**src/rtl/acc_pkg.sv**
```systemverilog
// Shared op encodings and saturation limits for the accumulator datapath.
package acc_pkg;

    localparam logic [1:0] OP_ADD  = 2'b00;
    localparam logic [1:0] OP_SUB  = 2'b01;
    localparam logic [1:0] OP_LOAD = 2'b10;
    localparam logic [1:0] OP_CLR  = 2'b11;

    // Signed min (neg = 1) or max (neg = 0) for a w-bit word, right-aligned in 32 bits.
    function automatic logic [31:0] sat_limit(input int unsigned w, input logic neg);
        logic [31:0] msb;
        msb = 32'h1 << (w - 1);
        return neg ? msb : (msb - 32'h1);
    endfunction

endpackage

```
**src/rtl/adder_subtractor_nbit.sv**
```systemverilog
// n-bit adder/subtractor: s = a + (b ^ {n{add_n}}) + add_n, wrapping modulo 2^n.
module adder_subtractor_nbit #(
    parameter int n = 4
) (
    input  logic [n-1:0] a,
    input  logic [n-1:0] b,
    input  logic         add_n,
    output logic [n-1:0] b_eff,
    output logic [n-1:0] s
);

    assign b_eff = b ^ {n{add_n}};
    assign s     = a + b_eff + {{(n-1){1'b0}}, add_n};

endmodule

```
**src/rtl/accumulator_nbit.sv**
```systemverilog
// Registered accumulator with valid/ready handshakes and C/V/Z status flags.
// Optional clamp on signed overflow when ACC_SATURATE_EN is defined.
module accumulator_nbit
    import acc_pkg::*;
#(
    parameter int n = 4
) (
    input  logic         clk,
    input  logic         reset_n,
    input  logic         in_valid,
    output logic         in_ready,
    input  logic [n-1:0] d,
    input  logic [1:0]   op,
    output logic         out_valid,
    input  logic         out_ready,
    output logic [n-1:0] acc,
    output logic         c_flag,
    output logic         v_flag,
    output logic         z_flag
);

    logic [n-1:0] acc_p1;
    logic         c_p1;
    logic         v_p1;
    logic         z_p1;
    logic         vld_p1;

    logic [n-1:0] y_eff;
    logic [n-1:0] sum;
    logic [n-1:0] acc_nxt;
    logic         c_nxt;
    logic         v_nxt;
    logic         z_nxt;
    logic         accept;

    assign in_ready = ~vld_p1 | out_ready;
    assign accept   = in_valid & in_ready;

    adder_subtractor_nbit #(.n(n)) u_addsub (
        .a     (acc_p1),
        .b     (d),
        .add_n (op == OP_SUB),
        .b_eff (y_eff),
        .s     (sum)
    );

    // Stage p0: next accumulator value and flags from the current op
    always_comb begin
        acc_nxt = '0;
        c_nxt   = 1'b0;
        v_nxt   = 1'b0;
        case (op)
            OP_ADD, OP_SUB: begin
                acc_nxt = sum;
                c_nxt   = (acc_p1[n-1] & y_eff[n-1]) | ((acc_p1[n-1] ^ y_eff[n-1]) & ~sum[n-1]);
                v_nxt   = (acc_p1[n-1] == y_eff[n-1]) & (sum[n-1] != acc_p1[n-1]);
`ifdef ACC_SATURATE_EN
                if (v_nxt) begin
                    acc_nxt = n'(sat_limit(n, acc_p1[n-1]));
                end
`endif
            end
            OP_LOAD: acc_nxt = d;
            default: acc_nxt = '0;
        endcase
        z_nxt = (acc_nxt == '0);
    end

    // Stage p1: result register, held while the consumer stalls
    always_ff @(posedge clk) begin
        if (!reset_n) begin
            acc_p1 <= '0;
            c_p1   <= 1'b0;
            v_p1   <= 1'b0;
            z_p1   <= 1'b0;
            vld_p1 <= 1'b0;
        end else if (accept) begin
            acc_p1 <= acc_nxt;
            c_p1   <= c_nxt;
            v_p1   <= v_nxt;
            z_p1   <= z_nxt;
            vld_p1 <= 1'b1;
        end else if (out_ready) begin
            vld_p1 <= 1'b0;
        end
    end

    assign acc       = acc_p1;
    assign c_flag    = c_p1;
    assign v_flag    = v_p1;
    assign z_flag    = z_p1;
    assign out_valid = vld_p1;

endmodule

```
**config.mk**
```make
export PLATFORM = sky130hd
export DESIGN_NAME = accumulator_nbit
export DESIGN_NICKNAME = d
export VERILOG_FILES = /design/src/rtl/acc_pkg.sv /design/src/rtl/adder_subtractor_nbit.sv /design/src/rtl/accumulator_nbit.sv
export SDC_FILE = /design/constraint.sdc
export NUM_CORES = 1
export LEC_CHECK = 0
export CORE_AREA = 5 5 42 44
export CTS_CLUSTER_SIZE = 8
export DETAILED_ROUTE_END_ITERATION = 8
export DIE_AREA = 0 0 47 49
export PLACE_DENSITY = 0.79
export SLEW_MARGIN = 40
export SYNTH_ARGS = -nofsm -noshare
export SYNTH_HDL_FRONTEND = slang
export SYNTH_SLANG_ARGS = --single-unit
```
**constraint.sdc**
```tcl
create_clock -name clk -period 5.6 [get_ports clk]
set_input_delay 1.4 -clock clk [delete_from_list [all_inputs] [get_ports clk]]
set_output_delay 1.4 -clock clk [all_outputs]
set_load 0.02 [all_outputs]
```
# Word level (Yosys, flattened, before mapping)
# Cells that the tools add are included.
dict set report word_totals {
  regBits 8
  latch_bits 0
  mem_bits_rw 0
  mem_bits_ro 0
  input_bits 10
  output_inout_bits 9
  wordCells 30
  n_memories 0
}
dict set report op_classes {
  add_sub_neg 2
  multipliers 0
  div 0
  order_cmp 0
  eq_ne 4
  shifts 0
  muxes 5
  bitwise 10
  n_reduce_logical 4
}
# cell n
set op_table {}
lappend op_table {{$pmux 4 s2} 1}
lappend op_table {{$add 4x1->4} 1}
lappend op_table {{$add 4x4->4} 1}
lappend op_table {{$and 1x1->1} 4}
lappend op_table {{$logic_not 4->1} 1}
lappend op_table {{$mux 1} 4}
lappend op_table {{$xor 4x4->4} 1}
lappend op_table {{$eq 2x1->1 const B} 1}
lappend op_table {{$eq 2x2->1 const B} 1}
lappend op_table {{$logic_not 2->1} 1}
lappend op_table {{$not 1->1} 2}
lappend op_table {{$or 1x1->1} 2}
lappend op_table {{$reduce_bool 2->1} 1}
lappend op_table {{$reduce_or 2->1} 1}
lappend op_table {{$eq 1x1->1} 1}
lappend op_table {{$ne 1x1->1} 1}
lappend op_table {{$xor 1x1->1} 1}

# Depth between registers and ports, before layout
# Gate-level depths: netlist of the first run.
dict set report logic_depth {
  word_depth 8
  ltp_mapped 10
  depth_no_buf 10
}

# Modules after synthesis
# Synthesis of the first run repeated with hierarchy kept, for this count alone.
dict set report hier_totals {
  cells_unflattened 62
  area_unflattened_um2 579.3
}
# mod n_inst cells_per_inst area_per_inst_um2
set modules_own_cells {}
lappend modules_own_cells {accumulator_nbit 1 47 401.6}
lappend modules_own_cells {adder_subtractor_nbit 1 15 177.7}

# Worst setup path after synthesis of the first run
# OpenSTA, ideal clock, no wires.
dict set report synth_timing {
  path_kind {input-to-reg}
  startpoint {in op[1]}
  endpoint {reg v_p1, in the netlist v_flag}
  setup_ns 0.070
  arrival_time_ns 3.530
  t_required_ns 5.530
  path_slack_ns 2.001
  stages 9
  cell_sequence {nand2b_2 -> xnor2_1 -> ha_1 -> a21o_1 -> a21o_1 -> fa_1 -> xnor2_1 -> or4_1 -> a21oi_1}
}
dict set report synth_via {
  elab_chain_cells 7
  elab_cells_between_ends 10
  cone_classes {add/sub: 2; eq/ne: 3; mux: 1; bitwise: 2; reduce/logical: 2}
}
# element line_no
set synth_lines {}
lappend synth_lines {{start, declared} accumulator_nbit.sv:13} ;# input logic [1:0] op,
lappend synth_lines {{$eq 2x1->1} {accumulator_nbit.sv:42, accumulator_nbit.sv:52}}
lappend synth_lines {{$xor 4x4->4} adder_subtractor_nbit.sv:12} ;# assign b_eff = b ^ {n{add_n}};
lappend synth_lines {{$add 4x4->4} adder_subtractor_nbit.sv:13} ;# assign s = a + b_eff + {{(n-1){1'b0}}, add_n};
lappend synth_lines {{$add 4x1->4} adder_subtractor_nbit.sv:13}
lappend synth_lines {{$ne 1x1->1} accumulator_nbit.sv:56} ;# v_nxt = (acc_p1[n-1] == y_eff[n-1]) & (sum[n-1] != acc_p1[n-1]);
lappend synth_lines {{$and 1x1->1} accumulator_nbit.sv:56}
lappend synth_lines {{$mux 1 (*)} accumulator_nbit.sv:52} ;# case (op)
lappend synth_lines {{end signal, assigned} accumulator_nbit.sv:80} ;# v_p1 <= v_nxt;
lappend synth_lines {{end, declared} accumulator_nbit.sv:24} ;# logic v_p1;
# Mark *: on every way between the ends. The rest lies on a longest branch, timed or not.
# A chain may end at the register's enable or synchronous reset.

# Final worst setup path of the first run
# Ends and elaborated chain as after synthesis.

==> results of run 1 <==
[power groups by stage]
stage                     sequential (mW)  combinational (mW)  clock [mW]
after detailed placement           0.0668              0.0609           0
after global routing               0.0665              0.0667      0.0525
after floorplan                    0.0716              0.0334           0
after global placement             0.0666              0.0598           0
after CTS                          0.0656              0.0614      0.0489
final                              0.0654              0.0605      0.0458
[kinds of logic after synthesis]
group,share of synthesized area [%]
fa+ha+maj,14.7
xor+xnor,9.98
compound gates,19.5
simple gates,23.0
buf+inv,2.37
flops,30.4
[cell usage after synthesis]
cell       count  area [um2]
nand2b_2       1        8.76
ha_1           3        37.5
and2_2         1        7.51
o21ai_0        1        5.00
a21oi_1        6        30.0
nand4_1        1        6.26
nand2_4        1        11.3
inv_1          2        7.51
a2bb2oi_1      1        8.76
dfxtp_1        8         160
nand2b_4       1        13.8
o211ai_1       1        7.51
nand3_1        1        5.00
o21ai_1        1        5.00
or4_1          1        7.51
fa_1           2        40.0
nand3b_1       1        7.51
xnor2_1        6        52.6
and2b_1        1        7.51
nor2b_1        2        12.5
a21o_1         2        15.0
o2bb2ai_1      1        8.76
a211oi_1       3        22.5
buf_2          1        5.00
nand2_1        6        22.5
nor2_1         3        11.3
[metrics by stage]
| stage | util, % | setup slack, ps |
|---|---|---|
| 5_1_grt | 53.1 | 1390 |
| 6_report | 53.1 | 1510 |
| 3_5_place_dp | 51.5 | 1250 |
| 2_1_floorplan | - | 2000 |
| 3_3_place_gp | 51.5 | 1330 |
| 4_1_cts | 53.1 | 1510 |
[cell type report]
| class | count | area, um2 | share of cell area [%] |
|---|---|---|---|
| clock buffers | 3 | 22.5 | 3.03 |
| inverters | 2 | 7.51 | 1.01 |
| well taps | 16 | 20.0 | 2.69 |
| multi-input cells | 47 | 354 | 47.6 |
| repair buffers | 18 | 180 | 24.2 |
| flip-flops and latches | 8 | 160 | 21.5 |
[state kept, by name, indices dropped and copies added, names as in the netlist]
register,count
acc,4
c_flag,1
out_valid,1
v_flag,1
z_flag,1
[layer usage]
metal  GRT usage, %  vias up  part of all wire (%)
li1               -      247                     -
met3           4.43        2                   9.3
met1           14.2      210                    44
met2           16.3       14                    45
met4           6.91        0                   1.4
met5              0        -                     0
[worst max-delay path, cell delays in order]
cell	delay, ps
clkdlybuf4s50_1	550
nand2b_2	300
xnor2_1	270
ha_1	290
a21o_1	160
a21o_1	180
fa_1	460
xnor2_1	130
or4_1	390
a21oi_1	140
[worst max-delay path by stage]
stage	startpoint	end	slack (ps)	depth (start not counted)
after global placement	op[1]	v_flag	1330	10
after floorplan	op[1]	v_flag	2000	9
after global routing	op[1]	v_flag	1390	10
after CTS	op[1]	v_flag	1510	10
after detailed placement	op[1]	v_flag	1250	10
final	op[1]	v_flag	1510	10
==> qor.txt, run 1 <==
synthesized area per cell -> 9.08 um2
Tot GR Track Use -> 11.5%
Max VDD drop -> 92.0 uV
post-CTS setup buffers -> 0
PD cells -> 231 nW/um2
number of routed nets with antenna violations -> 0
syn nets -> 73
reg2reg setup slack -> 3390 ps
Clock transition at path regs -> 50 ps
hold_buf cts -> 0
final hold slack -> 447 ps
Final Skew -> 8.15 ps
worst r2r path cells -> 7
Cell Rows -> 14
first-pass GRT wire length -> 1900 um
CP arrival -> 4270 ps
Design Area, Final -> 744 um2
Sw Pwr -> 53.5 uW
leak pwr -> 0.297 nW
area of the mapped netlist -> 527 um2
final wirelength -> 1100 um
WL/cell -> 11.7 um
vias -> 473
Max Cap Violations -> 0
register area share after synthesis -> 30.4%
internal power -> 118 uW
Hold Crit Endpoint -> v_flag
FF-to-FF End -> v_flag
Port Buffer Count -> 18
synthesized flop and latch total -> 8
clock share of power -> 26.7%
Worst setup EP type -> register
Yosys warnings -> 0
critical path class -> primary input to register
Hold Crit Start -> v_flag
share of layout cells above drive strength 1 -> 8.97%
post-synth cell types -> 26
vias in the first global route -> 445
Ant. Diodes -> 0
fmax -> 0.245 GHz
initial antenna violation count -> 0
initial core utilization -> 37.6%
Hold Path Class -> register to register
DIE WIDTH -> 47 um
IO Count -> 19
full die area -> 2300 um2
most frequent cells in the layout -> clkdlybuf4s50_1, dfxtp_1, nand2_1, xnor2_1, a21oi_1
Worst-Skew Late Latency -> 260 ps
critical path fanouts, max -> 9
CTS tree -> yes
number of placed instances, taps included -> 91
initial DRC count -> 2
TritonRoute pass-1 iters -> 3
TNS Setup -> 0 ps
H-tree Lvls -> 1
crit start category -> primary input
die height -> 49 um
r2r startpoint -> acc[1]
Slew Limit Fails -> 0
status -> completed
Clock Path Buffers -> 2
Layout area overhead -> 41.3%
post_cts resized -> 0
Total Power -> 172 uW
dpl cell area -> 722 um2
nets -> 95
Mapped Cells -> 58
Comb power frac -> 35.2%
worst hold path cell count -> 2
Remaining DRCs -> 0
CTS sink cnt -> 8
Root Driver -> clkbuf_4
Post-DP HPWL -> 861 um
Fin. Hold Viols -> 0
Inserted Clock Buffers -> 3
sw frac -> 31.2%
number of vias per cell -> 5.03
final period utilization -> 73.0%
final critical-path required period -> 4090 ps
Setup-failing EPs final -> 0
gpl congestion -> 0.845
Remaining Overflow, GRT -> 0
worst slew pin tran -> 285 ps
CORE AREA -> 1400 um2
largest net degree at the start of global routing -> 10
RSZ-0062 raised after global routing -> false
normalized max-slew margin -> 81.0%
Layout fillers -> 139
commonest non-fill, non-tap cell in the layout -> clkdlybuf4s50_1
Post-Layout Cell Count -> 94
Seq pwr share -> 38.1%
WP data required -> 5790 ps
(Power assumes the default switching activity.)
==> run 2: changes to the inputs <==
==> constraint.sdc (replaced) <==
create_clock -name clk -period 3.8 [get_ports clk]
set_input_delay 0.95 -clock clk [delete_from_list [all_inputs] [get_ports clk]]
set_output_delay 0.95 -clock clk [all_outputs]
set_load 0.02 [all_outputs]
==> run 2 against run 1 <==
- first-iteration DRC count increased to 2.5 times the previous value
- utilization increased by 0.54 points
- critical path type unchanged
- clock-buffer cell count unchanged
- clock skew increased by 1.5 ps
- largest cell class unchanged
==> qor.txt, run 2 (synthesis gave the netlist of run 1 again) <==
Worst setup EP type -> register
Hold Crit Start -> v_flag
worst hold path cell count -> 2
Fin. Hold Viols -> 0
H-tree Lvls -> 1
first-pass GRT wire length -> 2060 um
crit-path cells -> clkdlybuf4s50_1 -> nand2b_2 -> xnor2_1 -> ha_1 -> a21o_1 -> a21o_1 -> fa_1 -> xnor2_1 -> or4_1 -> a21oi_1
nets -> 96
post_cts resized -> 0
share of layout cells above drive strength 1 -> 10.1%
gpl congestion -> 0.842
Layout area overhead -> 42.8%
vias in the first global route -> 511
Hold Path Class -> register to register
IO Count -> 19
Setup-failing EPs final -> 0
Remaining Overflow, GRT -> 0
vias -> 487
CTS tree -> yes
CP delay by family, top -> adder cells
leak pwr -> 0.302 nW
final wirelength -> 1160 um
Hold Crit Endpoint -> v_flag
post-CTS setup buffers -> 0
Inserted Clock Buffers -> 3
critical path fanouts, max -> 4
status -> completed
final hold slack -> 458 ps
WL/cell -> 12.2 um
TritonRoute pass-1 iters -> 3
Ant. Diodes -> 0
crit start category -> primary input
Cell Rows -> 14
reg2reg setup slack -> 1590 ps
max reg flops -> 4
Worst-Skew Late Latency -> 260 ps
initial antenna violation count -> 0
critical path class -> primary input to register
Post-DP HPWL -> 891 um
number of vias per cell -> 5.13
initial core utilization -> 37.6%
hold_buf cts -> 0
DIE WIDTH -> 47 um
Root Driver -> clkbuf_4
WP data required -> 3980 ps
normalized max-slew margin -> 82.3%
die height -> 49 um
final critical-path required period -> 3410 ps
full die area -> 2300 um2
Slew Limit Fails -> 0
worst r2r path cells -> 7
PD cells -> 339 nW/um2
Clock Path Buffers -> 2
number of routed nets with antenna violations -> 0
CP arrival -> 3590 ps
CORE AREA -> 1400 um2
Clock transition at path regs -> 50 ps
fmax -> 0.293 GHz
Tot GR Track Use -> 11.9%
most frequent cells in the layout -> clkdlybuf4s50_1, dfxtp_1, nand2_1, xnor2_1, a21oi_1
initial DRC count -> 5
RSZ-0062 raised after global routing -> false
CTS sink cnt -> 8
FF-to-FF End -> v_flag
largest net degree at the start of global routing -> 10
worst slew pin tran -> 263 ps
commonest non-fill, non-tap cell in the layout -> clkdlybuf4s50_1
Worst Path Buf+Inv -> 1
Final Skew -> 9.69 ps
Remaining DRCs -> 0
TNS Setup -> 0 ps
final period utilization -> 89.7%
Critical Path Slowest Stage Cell -> fa_1
Max Cap Violations -> 0
r2r startpoint -> acc[1]
Max VDD drop -> 157 uV
Port Buffer Count -> 18
Worst path max stage delay -> 460 ps
## run 2: per-layer routing
metal / part of all wire, % / global-route usage [%] / up-vias
li1: - / - / 246
met1: 46 / 15.5 / 229
met2: 47 / 18.1 / 12
met3: 6.4 / 3.32 / 0
met4: 0 / 4.15 / 0
met5: 0 / 0 / -
## run 2: worst max-delay path by stage
stage / slack [ps] / depth (start not counted) / end / from
6_report: 390 / 10 / v_flag / op[1]
2_1_floorplan: 650 / 9 / v_flag / op[1]
3_3_place_gp: 150 / 10 / v_flag / op[1]
5_1_grt: 230 / 10 / v_flag / op[1]
4_1_cts: 380 / 10 / v_flag / op[1]
3_5_place_dp: 120 / 10 / v_flag / op[1]
## run 2: where the power goes
part           internal [mW]  switching [mW]
clock network         0.0363          0.0313
logic                 0.0481          0.0425
registers             0.0902         0.00633
total                  0.175          0.0801
## run 2: area by class of cell
type / instances / area, um2
Inverter: 2 / 7.51
Timing Repair Buffer: 19 / 188
Fill cell: 152 / 649
Tap cell: 16 / 20.0
Multi-Input combinational cell: 47 / 354
Sequential cell: 8 / 160
Clock buffer: 3 / 22.5
## run 2: stage by stage
step / setup slack, ps / area [um2] / power (mW) / util (%) / cells
2_1_floorplan: 651 / 527 / 0.155 / - / 58
3_3_place_gp: 152 / 729 / 0.187 / 52.1 / 92
3_5_place_dp: 122 / 729 / 0.189 / 52.1 / 92
4_1_cts: 376 / 752 / 0.257 / 53.7 / 95
5_1_grt: 230 / 752 / 0.274 / 53.7 / 95
6_report: 390 / 752 / 0.255 / 53.7 / 95
## run 2: worst min-delay path: stages, from the launching register on
cell     delay [ps]
dfxtp_1         310
nand2_1          50
a21oi_1          50
